[src/rtl/mmu_xlate.sv]
// Single-outstanding VA->PA translation front end: fully-associative PCID-tagged TLB,
// page-walk request on miss, PCID/global flush and saturating hit/miss/fill counters.
module mmu_xlate #(
    parameter int unsigned VA_W    = 64,
    parameter int unsigned PA_W    = 64,
    parameter int unsigned PCID_W  = 12,
    parameter int unsigned OFF_W   = 12,
    parameter int unsigned ENTRIES = 8,
    parameter int unsigned CNT_W   = 32
) (
    input  logic                    clk,
    input  logic                    rst,
    input  logic                    req_valid,
    output logic                    req_ready,
    input  logic [VA_W-1:0]         req_va,
    input  logic [PCID_W-1:0]       req_pcid,
    output logic                    resp_valid,
    output logic [PA_W-1:0]         resp_pa,
    output logic                    resp_hit,
    output logic                    resp_fault,
    output logic                    walk_valid,
    output logic [VA_W-OFF_W-1:0]   walk_vpn,
    output logic [PCID_W-1:0]       walk_pcid,
    input  logic                    walk_done,
    input  logic [PA_W-OFF_W-1:0]   walk_ppn,
    input  logic                    walk_fault,
    input  logic                    flush_valid,
    input  logic                    flush_all,
    input  logic [PCID_W-1:0]       flush_pcid,
    output logic [CNT_W-1:0]        stat_hit,
    output logic [CNT_W-1:0]        stat_miss,
    output logic [CNT_W-1:0]        stat_fill
);
    localparam int unsigned VPN_W = VA_W - OFF_W;
    localparam int unsigned PPN_W = PA_W - OFF_W;
    localparam int unsigned IDX_W = $clog2(ENTRIES);

    typedef enum logic [2:0] {StIdle, StLookup, StWalk, StFill, StResp} state_e;

    state_e              state_q, state_d;
    logic [VA_W-1:0]     va_q, va_d;
    logic [PCID_W-1:0]   pcid_q, pcid_d;
    logic [PPN_W-1:0]    walk_ppn_q, walk_ppn_d;
    logic [ENTRIES-1:0]  valid_q, valid_d;
    logic [VPN_W-1:0]    tag_vpn_q [ENTRIES];
    logic [VPN_W-1:0]    tag_vpn_d [ENTRIES];
    logic [PCID_W-1:0]   tag_pcid_q [ENTRIES];
    logic [PCID_W-1:0]   tag_pcid_d [ENTRIES];
    logic [PPN_W-1:0]    ppn_q [ENTRIES];
    logic [PPN_W-1:0]    ppn_d [ENTRIES];
    logic [IDX_W-1:0]    rr_q, rr_d;
    logic [PA_W-1:0]     resp_pa_q, resp_pa_d;
    logic                resp_hit_q, resp_hit_d;
    logic                resp_fault_q, resp_fault_d;
    logic [CNT_W-1:0]    hit_cnt_q, hit_cnt_d;
    logic [CNT_W-1:0]    miss_cnt_q, miss_cnt_d;
    logic [CNT_W-1:0]    fill_cnt_q, fill_cnt_d;

    logic             hit;
    logic [IDX_W-1:0] hit_idx;
    logic             has_free;
    logic [IDX_W-1:0] free_idx;
    logic [IDX_W-1:0] victim;

    function automatic logic [CNT_W-1:0] sat_inc(input logic [CNT_W-1:0] v);
        return (v == '1) ? v : v + CNT_W'(1);
    endfunction

    always_comb begin
        hit     = 1'b0;
        hit_idx = '0;
        for (int i = 0; i < int'(ENTRIES); i++) begin
            if (valid_q[i] && tag_vpn_q[i] == va_q[VA_W-1:OFF_W] && tag_pcid_q[i] == pcid_q) begin
                hit     = 1'b1;
                hit_idx = IDX_W'(i);
            end
        end
    end

    // Lowest-index free slot wins; round-robin only once the TLB is full.
    always_comb begin
        has_free = 1'b0;
        free_idx = '0;
        for (int i = int'(ENTRIES) - 1; i >= 0; i--) begin
            if (!valid_q[i]) begin
                has_free = 1'b1;
                free_idx = IDX_W'(i);
            end
        end
        victim = has_free ? free_idx : rr_q;
    end

    always_comb begin
        state_d      = state_q;
        va_d         = va_q;
        pcid_d       = pcid_q;
        walk_ppn_d   = walk_ppn_q;
        valid_d      = valid_q;
        tag_vpn_d    = tag_vpn_q;
        tag_pcid_d   = tag_pcid_q;
        ppn_d        = ppn_q;
        rr_d         = rr_q;
        resp_pa_d    = resp_pa_q;
        resp_hit_d   = resp_hit_q;
        resp_fault_d = resp_fault_q;
        hit_cnt_d    = hit_cnt_q;
        miss_cnt_d   = miss_cnt_q;
        fill_cnt_d   = fill_cnt_q;
        req_ready    = 1'b0;
        walk_valid   = 1'b0;
        resp_valid   = 1'b0;

        unique case (state_q)
            StIdle: begin
                req_ready = !flush_valid;
                if (flush_valid) begin
                    for (int i = 0; i < int'(ENTRIES); i++) begin
                        if (flush_all || tag_pcid_q[i] == flush_pcid) valid_d[i] = 1'b0;
                    end
                end else if (req_valid) begin
                    va_d    = req_va;
                    pcid_d  = req_pcid;
                    state_d = StLookup;
                end
            end
            StLookup: begin
                if (hit) begin
                    resp_pa_d    = {ppn_q[hit_idx], va_q[OFF_W-1:0]};
                    resp_hit_d   = 1'b1;
                    resp_fault_d = 1'b0;
                    hit_cnt_d    = sat_inc(hit_cnt_q);
                    state_d      = StResp;
                end else begin
                    miss_cnt_d = sat_inc(miss_cnt_q);
                    state_d    = StWalk;
                end
            end
            StWalk: begin
                walk_valid = 1'b1;
                if (walk_done) begin
                    walk_ppn_d = walk_ppn;
                    if (walk_fault) begin
                        resp_pa_d    = '0;
                        resp_hit_d   = 1'b0;
                        resp_fault_d = 1'b1;
                        state_d      = StResp;
                    end else begin
                        state_d = StFill;
                    end
                end
            end
            StFill: begin
                valid_d[victim]    = 1'b1;
                tag_vpn_d[victim]  = va_q[VA_W-1:OFF_W];
                tag_pcid_d[victim] = pcid_q;
                ppn_d[victim]      = walk_ppn_q;
                if (!has_free) rr_d = rr_q + IDX_W'(1);
                fill_cnt_d   = sat_inc(fill_cnt_q);
                resp_pa_d    = {walk_ppn_q, va_q[OFF_W-1:0]};
                resp_hit_d   = 1'b0;
                resp_fault_d = 1'b0;
                state_d      = StResp;
            end
            StResp: begin
                resp_valid = 1'b1;
                state_d    = StIdle;
            end
            default: state_d = StIdle;
        endcase
    end

    always_ff @(posedge clk) begin
        if (rst) begin
            state_q      <= StIdle;
            va_q         <= '0;
            pcid_q       <= '0;
            walk_ppn_q   <= '0;
            valid_q      <= '0;
            rr_q         <= '0;
            resp_pa_q    <= '0;
            resp_hit_q   <= 1'b0;
            resp_fault_q <= 1'b0;
            hit_cnt_q    <= '0;
            miss_cnt_q   <= '0;
            fill_cnt_q   <= '0;
            for (int i = 0; i < int'(ENTRIES); i++) begin
                tag_vpn_q[i]  <= '0;
                tag_pcid_q[i] <= '0;
                ppn_q[i]      <= '0;
            end
        end else begin
            state_q      <= state_d;
            va_q         <= va_d;
            pcid_q       <= pcid_d;
            walk_ppn_q   <= walk_ppn_d;
            valid_q      <= valid_d;
            rr_q         <= rr_d;
            resp_pa_q    <= resp_pa_d;
            resp_hit_q   <= resp_hit_d;
            resp_fault_q <= resp_fault_d;
            hit_cnt_q    <= hit_cnt_d;
            miss_cnt_q   <= miss_cnt_d;
            fill_cnt_q   <= fill_cnt_d;
            for (int i = 0; i < int'(ENTRIES); i++) begin
                tag_vpn_q[i]  <= tag_vpn_d[i];
                tag_pcid_q[i] <= tag_pcid_d[i];
                ppn_q[i]      <= ppn_d[i];
            end
        end
    end

    assign resp_pa    = resp_pa_q;
    assign resp_hit   = resp_hit_q;
    assign resp_fault = resp_fault_q;
    assign walk_vpn   = va_q[VA_W-1:OFF_W];
    assign walk_pcid  = pcid_q;
    assign stat_hit   = hit_cnt_q;
    assign stat_miss  = miss_cnt_q;
    assign stat_fill  = fill_cnt_q;

endmodule
[config.mk]
export PLATFORM = sky130hd
export DESIGN_NAME = mmu_xlate
export DESIGN_NICKNAME = d
export VERILOG_FILES = /design/src/rtl/mmu_xlate.sv
export SDC_FILE = /design/constraint.sdc
export NUM_CORES = 2
export LEC_CHECK = 0
export CAP_MARGIN = 40
export CORE_MARGIN = 1
export CORE_UTILIZATION = 45
export DETAILED_ROUTE_END_ITERATION = 16
export PLACE_DENSITY_LB_ADDON = 0.1
export SLEW_MARGIN = 40
export SYNTH_ARGS = -nofsm -noshare
export SYNTH_HDL_FRONTEND = slang
export SYNTH_SLANG_ARGS = --single-unit
[constraint.sdc]
create_clock -name clk -period 8.75 [get_ports clk]
set_input_delay 0.875 -clock clk [delete_from_list [all_inputs] [get_ports clk]]
set_output_delay 0.875 -clock clk [all_outputs]
set_load 0.005 [all_outputs]
Word level (Yosys, flattened, before mapping)

Cells that the tools add are included.

Memories kept: 0
Bits in latches: 0
Bits of input ports: 147
Register bits after elaboration: 1232
Bits in writable memories: 0
ROM bits: 0
Output and inout bits: 229

Multiplexer cells: 75
Order comparisons: 5
Eq/ne operators: 45
Bitwise gates (word level): 9
Shift operators: 0
Reduce and logical (&&, ||, !) cells: 46
$add $sub $neg: 4
Div/mod/pow operators: 0
Multiply operators: 0

Operators with widths:

| cell                    | number |
|---|---|
| $bwmux W416             | 2 |
| $eq A52 B52 Y1          | 8 |
| $eq A12 B12 Y1          | 16 |
| $mux W64                | 3 |
| $pmux W64 S3            | 1 |
| $bmux W52 S3            | 1 |
| $demux W52 S3           | 1 |
| $mux W52                | 3 |
| $add A32 B1 Y32 const B | 3 |
| $bwmux W96              | 1 |
| $eq A32 B32 Y1 const B  | 3 |
| $mux W3                 | 20 |
| $demux W12 S3           | 1 |
| $reduce_and A3 Y1       | 12 |
| $mux W1                 | 35 |
| $ne A2 B2 Y1 const B    | 14 |
| $logic_and A1 B1 Y1     | 18 |
| $pmux W8 S2             | 1 |
| $mux W12                | 1 |
| $pmux W3 S4             | 1 |
| $ge A4 B4 Y1 const B    | 2 |
| $logic_or A1 B1 Y1      | 8 |
| $mux W8                 | 1 |
| $not A3 Y4              | 2 |
| 17 further kinds        | 26 |

Longest topological paths before layout

Depth after elaboration: 16
Depth in mapped cells: 15

Worst setup path after synthesis

No wires, ideal clock.

Kind: register to register
Start point: reg va_q[50]
End point: reg hit_cnt_q[8] (netlist: stat_hit[8])
Stages on the path, launching flop included: 13
Data required time: 8.629 ns
Buffers on the path: 2
Arrival: 2.989 ns
Slack: 5.640 ns
Cells stage by stage: dfxtp_1 buf_4 clkbuf_1 xnor2_1 or4b_2 nor4b_1 nand4_1 nor4_1 nor4_1 nor4b_1 a311oi_1 and3_1 mux2_2

Word-level cells in the longest chain between the ends: 12

RTL lines:

| item                             | line | text |
|---|---|---|
| start: declaration               | 41   | `logic [VA_W-1:0] va_q, va_d;` |
| start signal: assignment         | 193  | `va_q <= va_d;` |
| $eq A52 B52 Y1                   | 73   | `if (valid_q[i] && tag_vpn_q[i] == va_q[VA_W-1:OFF_W] && tag_pcid_q[i] == pcid_q) begin` |
| $logic_and A1 B1 Y1 (2 in a row) | 73   |  |
| $mux W1 (7 in a row)             | 73   |  |
| $mux W1 *                        | 73   |  |
| $reduce_and A3 Y1 (no line) *    | n/a  |  |
| end signal: assignment           | 201  | `hit_cnt_q <= hit_cnt_d;` |
| end: declaration                 | 55   | `logic [CNT_W-1:0] hit_cnt_q, hit_cnt_d;` |

Mark *: on every way between the ends. The rest lies on a longest branch, timed or not.
A chain may end at the register's enable or synchronous reset.

Final worst setup path

Start point: reg va_q[45]
End point: reg resp_pa_q[25] (netlist: resp_pa[25])

Word-level cells in the longest chain between the ends: 16

RTL lines:

| item                                        | line | text |
|---|---|---|
| $eq A52 B52 Y1                              | 73   |  |
| $logic_and A1 B1 Y1 (2 in a row)            | 73   |  |
| $mux W1                                     | 73   |  |
| $mux W3 (6 in a row)                        | 73   |  |
| $not A3 Y4 (implied by the code)            | 128  | `resp_pa_d = {ppn_q[hit_idx], va_q[OFF_W-1:0]};` |
| $bmux W52 S3                                | 128  |  |
| $mux W52 (implied by the code) (2 in a row) | 128  |  |
| $mux W64                                    | 127  | `if (hit) begin` |
| $pmux W64 S3                                | 113  | `unique case (state_q)` |
| end signal: assignment                      | 198  | `resp_pa_q <= resp_pa_d;` |
| end: declaration                            | 52   | `logic [PA_W-1:0] resp_pa_q, resp_pa_d;` |

Several ways; a longest one is shown, not always the timed one. The select of a mux whose other input is x is not followed.

==> out/qor.yml <==
drv_cap: 0
cts_sinks: 1232
synthDominantAreaCellType: "dfxtp_1"
hold_path_class: "flip-flop to flip-flop"
ios: 376
comb_power_share_pct: 8.0
worstMarginPinSlew_ns: 0.906
synth-seq-cells: 1232
synth_top_area_share_pct: 43.1
drv_slew: 0
drt-initial-drc-count: 5742
via_per_inst: 5.81
status: "complete, no violations"
tritoncts: "built"
vias: 53500
synth-edff-count: 0
ys_types: 75
ir_drop_mv: 0.190
switching_share_pct: 25.5
startpoint_type: "flip-flop"
die_width_um: 358
max_slew_margin_pct: 39.2
htree_levels: 4
synth_area_per_cell_um2: 7.62
clk_path_buf_depth: 3
final_nets: 7598
grt_overflow: 0
area_growth_pct: 15.8
dr.pass1.iters: 6
syn_inst: 7498
cp-end-kind: "flip-flop"
gp_congestion: 0.997
clock_skew_ns: 0.0329
fillerInstances: 12000
internal-power_mw: 9.41
yosys_warnings: 0
initial_core_util_pct: 45.5
die_h_um: 358
ys_seq_area_share_pct: 43.1
io_buffer_count: 375
postCtsSetupBuffers: 0
clk_latency_ns: 0.79
p_sw_mw: 3.22
fin_cells: 9206
place_inst: 8950
wl_per_cell_um: 25.0
period_minus_slack_ns: 4.93
final_cell_mix: "nand2_1 (2207), dfxtp_1 (1229), a21oi_1 (1208)"
grt_max_degree: 184
final.period_utilization_pct: 56.4
ys_top_cells_by_area: "dfxtp_1 (43%), nand2_1 (15%), a21oi_1 (11%)"
grt.total_usage_pct: 34.8
final_common_cell: "nand2_1"
holdWs_ns: 0.450
layout-drive-gt1-share_pct: 6.72
dieArea_mm2: 0.128
critical_path.max_stage_delay_ns: 0.74
final-hold-violation-count: 0
core-area_mm2: 0.126
synthesis.area_mm2: 0.0572
clkPwrFrac_pct: 47.1
post_cts_resized: 0
place_hpwl_um: 148000
antenna_found_initial: 6
timing_worst_setup_path_type: "flip-flop to flip-flop"
path_cells: "inv_1 > a2111o_1 > a2111oi_1 > nand3_1 > nor2_1 > o21ai_0 > a21oi_4 > buf_4 > mux2_2 > a21oi_1 > o22ai_1"
clk_pin_slew_ns: 0.06
drc: 0
syn_nets: 7649
postRouteAntennaNets: 0
grt_setup_unrepaired: "false"
finalPower_mw: 12.6
p_seq_share_pct: 45.0
ctsHoldBuffers: 0
required_ns: 9.38
root_buffer: "clkbuf_16"
tns_ns: 0
worst_path_max_delay_cell: "buf_4"
setup_viol: 0
grt_pass1_wl_um: 334000
crit_fanout: 39
drt-total-wl_um: 230000
fmax_ghz: 0.203
powerDensity_mw_per_mm2: 191
synthArstFlopShare_pct: 0
path_delay_family: "compound AO/OA/AOI/OAI gates"
ys.flop_type: "dfxtp_1"
grt_pass1_vias: 48700
cts_buffers: 141
num_rows: 130
arrival_ns: 5.56
worst-path-buf-inv: 2
p_leak_nw: 22.1
logic make-up after synthesis:
kind of cell / synth area share, %
and+or+nand+nor: 25.2
buffers and inverters: 5.96
muxes: 2.32
AOI/OAI and AO/OA: 15.1
xor gates and xnor gates: 8.20
adders and majority gates: 0.0876
DFF: 43.1
worst register-to-register path, cell delays in order (launching register included):
cell and delay, ns:
dfxtp_2 0.71, inv_1 0.36, a2111o_1 0.44, a2111oi_1 0.55, nand3_1 0.19, nor2_1 0.15
o21ai_0 0.20, a21oi_4 0.67, buf_4 0.75, mux2_2 0.52, a21oi_1 0.15, o22ai_1 0.10
layout make-up:
type	instances	area (µm²)	area share, %
Inverter	114	428	0.647
Clock inverter	32	415	0.628
Antenna cell	2	5.00	0.00756
Tap cell	1650	2060	3.12
Clock buffer	218	4170	6.31
Timing Repair Buffer	505	5050	7.62
Sequential cell	1232	24700	37.3
Multi-Input combinational cell	5453	29400	44.4
layer usage:
| metal | track usage (%) | wire length [µm] |
|---|---|---|
| met2 | 55.3 | 105000 |
| met4 | 14.9 | 10000 |
| met5 | 0 | 0 |
| met3 | 5.37 | 17200 |
| met1 | 46.8 | 98000 |
power by group through the flow:
stage                     sequential (mW)  clock, mW  combinational (mW)
after floorplan                      5.77          0               0.567
after global placement               5.80          0               0.976
final                                5.68       5.94                1.00
after global routing                 5.68       6.25                1.04
after detailed placement             5.80          0               0.976
after CTS                            5.68       6.02               0.980
worst paths after layout:
| kind | cells past startpoint | from | to | slack (ns) |
|---|---|---|---|---|
| max | 11 | va_q[45] | resp_pa[25] | 3.82 |
| min | 2 | ppn_q[167] | ppn_q[167] | 0.45 |
| max reg2reg | 11 | va_q[45] | resp_pa[25] | 3.82 |
| min reg2reg | 2 | ppn_q[167] | ppn_q[167] | 0.45 |
sequential cells by signal, summed over array words and instances (netlist names):
register and cells:
ppn_q 416, resp_fault 1, resp_hit 1, resp_pa 64, rr_q 3, stat_fill 32
stat_hit 32, stat_miss 32, state_q 3, tag_pcid_q 96, tag_vpn_q 416, va_q 64
valid_q 8, walk_pcid 12, walk_ppn_q 52
through the flow:
stage                     utilization (%)  worst slack, ns  area, µm²
final                                52.6             3.82      66200
after global routing                 52.6             3.60      66200
after CTS                            52.5             3.72      66100
after detailed placement             48.9             3.74      61500
after global placement               48.6             3.52      61100
after floorplan                         -             5.64      57200
synthesized netlist by cell type (8+ instances only):
cell type,count
o2111ai_1,19
a221o_1,52
a211oi_1,9
nor4b_1,12
nand3b_1,13
mux2_2,104
nand2_1,2216
nand3_1,93
nor3_1,92
xor2_1,218
nor2b_1,43
o211ai_1,55
o22ai_1,65
inv_1,114
and3_1,28
nand2b_1,188
nor4_1,119
buf_1,37
nor2_1,136
mux2_1,11
dfxtp_1,1232
o21ai_0,46
or3_1,23
buf_2,72
nand4_1,203
a22oi_1,53
buf_4,64
xnor2_1,317
or2_2,8
clkbuf_1,523
a21oi_1,1208
or4_1,15
and4_1,11
and2_1,12
No activity file was read; power rests on OpenSTA's default activity.
